**config.mk**
```make
export PLATFORM = sky130hd
export DESIGN_NAME = mem_access_ctrl
export DESIGN_NICKNAME = d
export VERILOG_FILES = /design/src/rtl/mem_access_ctrl.sv
export SDC_FILE = /design/constraint.sdc
export NUM_CORES = 1
export LEC_CHECK = 0
export ABC_AREA = 0
export CAP_MARGIN = 30
export CORE_ASPECT_RATIO = 1.25
export CORE_UTILIZATION = 41
export DETAILED_ROUTE_END_ITERATION = 7
export HOLD_SLACK_MARGIN = 0.05
export PLACE_DENSITY_LB_ADDON = 0.2
export SYNTH_ARGS = -nofsm -noshare
export SYNTH_HDL_FRONTEND = slang
export SYNTH_SLANG_ARGS = --single-unit
```
**constraint.sdc**
```tcl
create_clock -name clk_i -period 2.6 [get_ports clk_i]
set_clock_uncertainty 0.15 [all_clocks]
set_input_delay 0.26 -clock clk_i [delete_from_list [all_inputs] [get_ports clk_i]]
set_output_delay 0.26 -clock clk_i [all_outputs]
set_load 0.02 [all_outputs]
```
**src/rtl/mem_access_ctrl.sv**
```systemverilog
// Memory-stage controller: runs one EX/MEM load/store against a multi-cycle
// data memory over req/ack, stalling the pipeline until the access completes.
module mem_access_ctrl #(
    parameter int ADDR_W  = 32,
    parameter int DATA_W  = 32,
    parameter int TIMEOUT = 64
) (
    input  logic              clk_i,
    input  logic              rst_i,
    input  logic              memread_i,
    input  logic              memwrite_i,
    input  logic [ADDR_W-1:0] addr_i,
    input  logic [DATA_W-1:0] wdata_i,
    output logic              mem_req_o,
    output logic              mem_we_o,
    output logic [ADDR_W-1:0] mem_addr_o,
    output logic [DATA_W-1:0] mem_wdata_o,
    input  logic              mem_ack_i,
    input  logic [DATA_W-1:0] mem_rdata_i,
    output logic [DATA_W-1:0] rdata_o,
    output logic              stall_o,
    output logic              err_o
);

    typedef enum logic [1:0] {IDLE, WAIT, DONE} state_t;

    localparam logic [7:0] CNT_LAST = 8'(TIMEOUT - 1);

    state_t     state;
    logic [7:0] cnt;
    logic       access;
    logic       aligned;

    assign access  = memread_i | memwrite_i;
    assign aligned = (addr_i[1:0] == 2'b00);
    assign stall_o = ((state == IDLE) && access) || (state == WAIT);

    always_ff @(posedge clk_i or negedge rst_i) begin
        if (!rst_i) begin
            state       <= IDLE;
            cnt         <= '0;
            mem_req_o   <= 1'b0;
            mem_we_o    <= 1'b0;
            mem_addr_o  <= '0;
            mem_wdata_o <= '0;
            rdata_o     <= '0;
            err_o       <= 1'b0;
        end else begin
            // err_o is a single-cycle pulse, only raised on entry to DONE
            err_o <= 1'b0;
            case (state)
                IDLE: begin
                    if (access) begin
                        if (aligned) begin
                            state       <= WAIT;
                            mem_req_o   <= 1'b1;
                            mem_we_o    <= memwrite_i;
                            mem_addr_o  <= addr_i;
                            mem_wdata_o <= wdata_i;
                            cnt         <= '0;
                        end else begin
                            state <= DONE;
                            err_o <= 1'b1;
                        end
                    end
                end
                WAIT: begin
                    // ack takes priority over a timeout expiring in the same cycle
                    if (mem_ack_i) begin
                        mem_req_o <= 1'b0;
                        state     <= DONE;
                        if (!mem_we_o) rdata_o <= mem_rdata_i;
                    end else if (cnt == CNT_LAST) begin
                        mem_req_o <= 1'b0;
                        state     <= DONE;
                        err_o     <= 1'b1;
                        if (!mem_we_o) rdata_o <= '0;
                    end else begin
                        cnt <= cnt + 8'd1;
                    end
                end
                DONE:    state <= IDLE;
                default: state <= IDLE;
            endcase
        end
    end

endmodule

```
==> out/metrics.csv <==
stage,metric,value,unit
status,status,completed,
yosys,synth_edf_count,0,
pwr,p_leak,3.02,nW
floorplan,start_util,42.3,%
cts,numCtsBuffers,9,
floorplan,io-pin-count,201,
pwr,clockPowerShare,19.5,%
yosys,syn_avg_cell_area,13.2,um2
timing,rsz0062_at_grt,false,
cts,path_clk_slew,0.07,ns
cts,cts_sinks,109,
place,hpwl,7510,um
worst_hold_path,min_path_type,in2async,
timing,slew_headroom,63.0,%
grt,grt_pass1_wl,16500,um
cts,clock-root-buffer,clkbuf_16,
grt,grt_max_degree,50,
timing,slew_violations,0,
final_layout,fin_nets,645,
grt,track_usage,19.1,%
final_layout,drive_gt1_share,16.2,%
route,ant_nets,0,
grt,grt_overflow_total,0,
cts,worstSkewPairLatency,0.34,ns
route,vias,3279,
yosys,syn_nets,444,
final_layout,final.fill_count,829,
pwr,p_int,0.00497,W
timing,hold_viol,0,
final_layout,area_delta_synth_final,54.5,%
place,post-place-ws,0.280,ns
pwr,power.density,1070,mW/mm2
yosys,synthesis.area,0.00451,mm2
floorplan,design.die.area,0.0114,mm2
floorplan,fp-row-count,42,
timing,worst_slack,0.520,ns
critical_path,worstReg2RegStart,cnt[0],
floorplan,die_h,119,um
timing,tightest_slew,0.555,ns
final_layout,area.sequential,0.00273,mm2
place,port_buffers,200,
place,gp_congestion,0.720,
pwr,share_seq_of_total_power,36.9,%
route,via_per_inst,4.82,
cts,cts.path.max_buffers,2,
timing,setup_viol,0,
yosys,synth-seq-area-share,60.4,%
final_layout,finalNonFillerCells,680,
critical_path,cp_max_fo,32,
floorplan,core_region_area,0.0107,mm2
grt,antenna_found_initial,0,
pwr,netSwitchingFraction,33.5,%
critical_path,timing.rr.end,rdata_o[20],
critical_path,cp.required,2.72,ns
final_layout,insertedDiodeCount,0,
timing,period_minus_slack,2.08,ns
flow_run,maxCapViolations,0,
yosys,synth-seq-cells,109,
route,wl,10400,um
timing,fmax,0.481,GHz
place,place_inst,663,
cts,cts_tree,built,
cts,cts_setup_buffers,0,
floorplan,die_w,95.9,um
timing,fin_setup_tns,0,ns
yosys,synthArstFlopShare,100,%
critical_path,r2r_slack,0.52,ns
yosys,yosysUniqueCellTypes,30,
pwr,total_power,0.00747,W
grt,grt_pass1_vias,3397,
route,drc,0,
critical_path,critical_path_class,reg2reg,
yosys,synthCells,342,
route,drtIter0Drc,119,
critical_path,worstSetupEndpointType,flop,
critical_path,critPathArrivalTime,2.20,ns
pwr,p_switching,0.00250,W
yosys,synth-main-ff-cell,dfrtp_1,
critical_path,start_kind,flop,
critical_path,cp-startpoint,cnt[0],
route,drt_first_pass_iters,4,
pwr,p_comb_share,43.6,%
route,wl_per_cell,15.3,um
cts,h-tree-depth,3,
critical_path,reg2regPathDepth,6,
timing,min_period_over_period,80.0,%
yosys,yosys_warnings,0,
pwr,peakVddDrop,0.593,mV
final_layout,multi_input_area,0.00155,mm2
power by group through the flow:
stage / clock network, W / registers (W) / logic [W]
after floorplan: 0 / 0.00357 / 0.000765
after global placement: 0 / 0.00275 / 0.00326
after detailed placement: 0 / 0.00278 / 0.00329
after CTS: 0.00149 / 0.00276 / 0.00331
after global routing: 0.00156 / 0.00285 / 0.00347
final: 0.00145 / 0.00276 / 0.00326
repair_timing:
item	4_1_cts	5_1_grt
setup endpoints to repair	0	0
resized for setup	0	0
hold endpoints to repair	36	0
hold buffers	1	0
critical path: stages, from the launching register on:
cell	delay, ns
dfrtp_1	0.38
ha_1	0.25
and4_1	0.33
a31oi_1	0.16
nor3_4	0.22
buf_12	0.26
mux2i_1	0.22
sequential cells by signal, summed over array words and instances, names as in the netlist:
signal,count
cnt,8
err_o,1
mem_addr_o,32
mem_req_o,1
mem_wdata_o,32
mem_we_o,1
rdata_o,32
state,2
kinds of logic after synthesis:
kind of cell    after synthesis  synth area share [%]
compound gates               22                  3.13
simple gates                 63                  6.40
mux                          96                  24.4
fa+ha+maj                     1                 0.277
flops                       109                  60.4
buf+inv                      51                  5.40
cell usage in the layout, fill, tap and decap left out, types with 3 or more instances in the layout:
cell	count
nor2_1	9
mux2_2	47
mux2_4	16
mux2i_1	33
clkbuf_16	9
o21ai_0	5
inv_1	34
clkdlybuf4s50_1	199
nor3_1	3
nand2_1	38
a21oi_1	6
nand3_1	3
buf_12	3
dfrtp_1	109
a31oi_1	6
buf_4	4
worst max path at each step:
stage | to | slack (ns) | cells past startpoint
CTS | rdata_o[20] | 0.50 | 6
finish | rdata_o[20] | 0.52 | 6
floorplan | rdata_o[10] | 0.67 | 7
global route | rdata_o[20] | 0.34 | 6
detailed placement | cnt[1] | 0.28 | 6
global placement | mem_wdata_o[6] | 0.35 | 5
cell type report:
cell class | count | share of cell area [%]
clock buffers | 10 | 3.28
clock inverters | 6 | 1.24
inverters | 34 | 1.83
multi-input cells | 182 | 22.2
flip-flops and latches | 109 | 39.1
well taps | 132 | 2.37
repair buffers | 207 | 30.0
per-stage QoR:
stage / hold slack [ns] / cell area [um2] / utilization [%]
6_report: 0.265 / 6970 / 65.4
5_1_grt: 0.314 / 6970 / 65.4
4_1_cts: 0.292 / 6970 / 65.4
3_5_place_dp: 0.119 / 6650 / 62.3
3_3_place_gp: 0.118 / 6650 / 62.3
2_1_floorplan: -0.186 / 4510 / -
Yosys cell counts, drive strengths merged, types with 4 or more instances:
library cell  count  area [um2]
o21ai             5        25.0
nor2              9        33.8
mux2             63         769
clkbuf            5        18.8
nand2            39         149
dfrtp           109        2730
inv              34         128
buf              12        97.6
a21oi             6        30.0
nor3              4        31.3
mux2i            33         330
a31oi             6        37.5
routing by layer:
layer  share of wire [%]  routed length (um)  GRT usage [%]
met1                  39                4100           21.7
met2                  50                5160           32.2
met3                 9.9                1030           8.05
met4                 1.2                 125           5.60
met5                   0                   0              0
Note: power is estimated with default switching activity, not from simulation.
==> RTL edit: new RTL, same flow settings <==
Re-encode `state_t` (3 states) as one-hot, 3 bits wide.
--- a/src/rtl/mem_access_ctrl.sv
+++ b/src/rtl/mem_access_ctrl.sv
@@ -22,7 +22,7 @@
     output logic              err_o
 );
 
-    typedef enum logic [1:0] {IDLE, WAIT, DONE} state_t;
+    typedef enum logic [2:0] {IDLE = 3'b001, WAIT = 3'b010, DONE = 3'b100} state_t;
 
     localparam logic [7:0] CNT_LAST = 8'(TIMEOUT - 1);
 
Function: no difference found for any inputs over 4 cycles, from zero or initial values and one cycle with rst_i low; so few cycles prove little.
==> RTL edit against the unedited design <==
  * Power increased by 6.7%
  * Sequential cell count grew 1
  * Final area shrank 3.7%
  * Area after synthesis decreased by 6.3%
  * Wire length is 0.21% lower
  * Count of clock-buffer cells in the layout shrank 1
  * Die area shrank 6.1%
  * Setup slack lost 0.10 ns
  * Largest cell class unchanged
==> RTL edit: results (changes against the unedited design) <==
- Initial DRC Count: 102 (-14%)
- Data buffer area share: 31.2% (+1.2 points)
- #MultiIn Comb: 150 (-18%)
- Drt first pass iters: 6 (+2)
- Relative slew slack: 57.9% (-5.1 points)
- Lkg Pwr: 2.88 nW (-4.5%)
- Switching pwr: 2.68 mW (+7.0%)
- Die Wd: 92.9 um (-3.1%)
- Outcome: finished, final reports clean
- Clock-cell share of area: 4.81% (+0.29 points)
- Largest cells by area after synthesis: dfrtp_1 64%, mux2_2 17%, a22o_1 6.6%, buf_2 1.4%, buf_6 0.80%
- Worst skew pair latency: 0.35 ns
- Distinct cells, synth: 37 (+23%)
- Slowest CP cell: dfrtp_1
- IO Port Bufs: 200 (unchanged)
- Routability Congestion: 0.810 (+12%)
- Worst Hold Class: in2async
- Critical Path AT: 2.26 ns (+0.06 ns)
- Clk slew on worst S/H paths: 0.07 ns (about the same)
- Post-place setup slack: 0.302 ns (+0.0224 ns)
- Gr usage total: 19.8% (+0.72 points)
- Num sequential: 110 (+0.92%)
- Number of buffers created by CTS: 9 (unchanged)
- Layout cells sized above 1: 18.7% (+2.4 points)
- Post-synth top cells: 109 x dfrtp_1, 63 x mux2_2, 32 x a22o_1, 12 x buf_2, 5 x a21oi_1
- Multi-input logic area: 0.00137 mm^2 (-11%)
- CP max stage delay: 0.39 ns
- Proportion of cell area occupied by registers: 41.0% (+1.9 points)
- Inverters, non-clock: 4 (-88%)
- Pwr top: combinational logic
- Net count, final: 584 (-9.5%)
- Post-synthesis cell count: 281 (-18%)
- Reg2reg start: cnt[0]$_DFFE_PN0P_
- Async set or reset register ratio after synthesis: 100% (unchanged)
- Worst Setup EP: rdata_o[9]$_DFFE_PN0P_
- Vias: 3138 (-4.3%)
- Seq/Total Area, Yosys: 65.1% (+4.7 points)
- First-pass GRT wire length: 16.4 mm (-0.42%)
- Startpoint Class: flip-flop
- R2R Setup Slk: 0.42 ns (-0.10 ns)
- Final setup margin: 0.417 ns (-0.102 ns)
- Area after DPL: 0.00638 mm^2 (-4.0%)
- Final wirelength: 10.4 mm (-0.21%)
- Gate power share: 45.4% (+1.8 points)
- Cell family contributing the most delay on the critical path: simple AND/OR/NAND/NOR gates
- Seq group: 2.89 mW (+5%)
- DP Cell Count: 599 (-9.7%)
- Pwr per Cell Area: 1190 mW/mm^2 (+11%)
- Max IR drop VDD: 0.000564 V (-4.8%)
- Filler cells: 798 (-3.7%)
- Non-filler instance count after layout: 616 (-9.4%)
- Syn-to-layout area delta: 58.7%
- Synthesized net count: 383 (-14%)
- Hold WS: 0.342 ns (+0.0768 ns)
- Largest net degree at the start of global routing: 51 (+2.0%)
- HPWL Detailed: 7.43 mm (-1.2%)
- Vias in the first global route: 3331 (-1.9%)
- ANT cells: 0 (unchanged)
RTL edit: cell count changes after synthesis, sizes merged, moves of 5 or more:
cell and delta:
a22o +32, a31oi -6, inv -30, mux2i -31, nand2 -37, nor2 -5
RTL edit: kinds of logic after synthesis:
kind of cell | after synthesis | synth area share (%)
flip-flops | 110 | 65.1
AO/OA/AOI/OAI | 55 | 10.4
buffers and inverters | 21 | 2.75
adder cells (fa/ha/maj) | 1 | 0.296
multiplexers | 65 | 17.2
AND/OR/NAND/NOR | 29 | 4.26
RTL edit: per-layer routing:
metal | vias up | global-route usage [%] | part of all wire, %
met5 | - | 0 | 0
met4 | 0 | 9.64 | 2.1
met3 | 14 | 7.41 | 10
met2 | 143 | 32.5 | 49
met1 | 1547 | 22.9 | 39
li1 | 1434 | - | -
RTL edit: repair_timing:
| item | 4_1_cts | 5_1_grt |
|---|---|---|
| resized for setup | 0 | 1 |
| hold buffers | 1 | 0 |
| hold endpoints to repair | 47 | 0 |
| endpoints found under the setup margin | 0 | 1 |
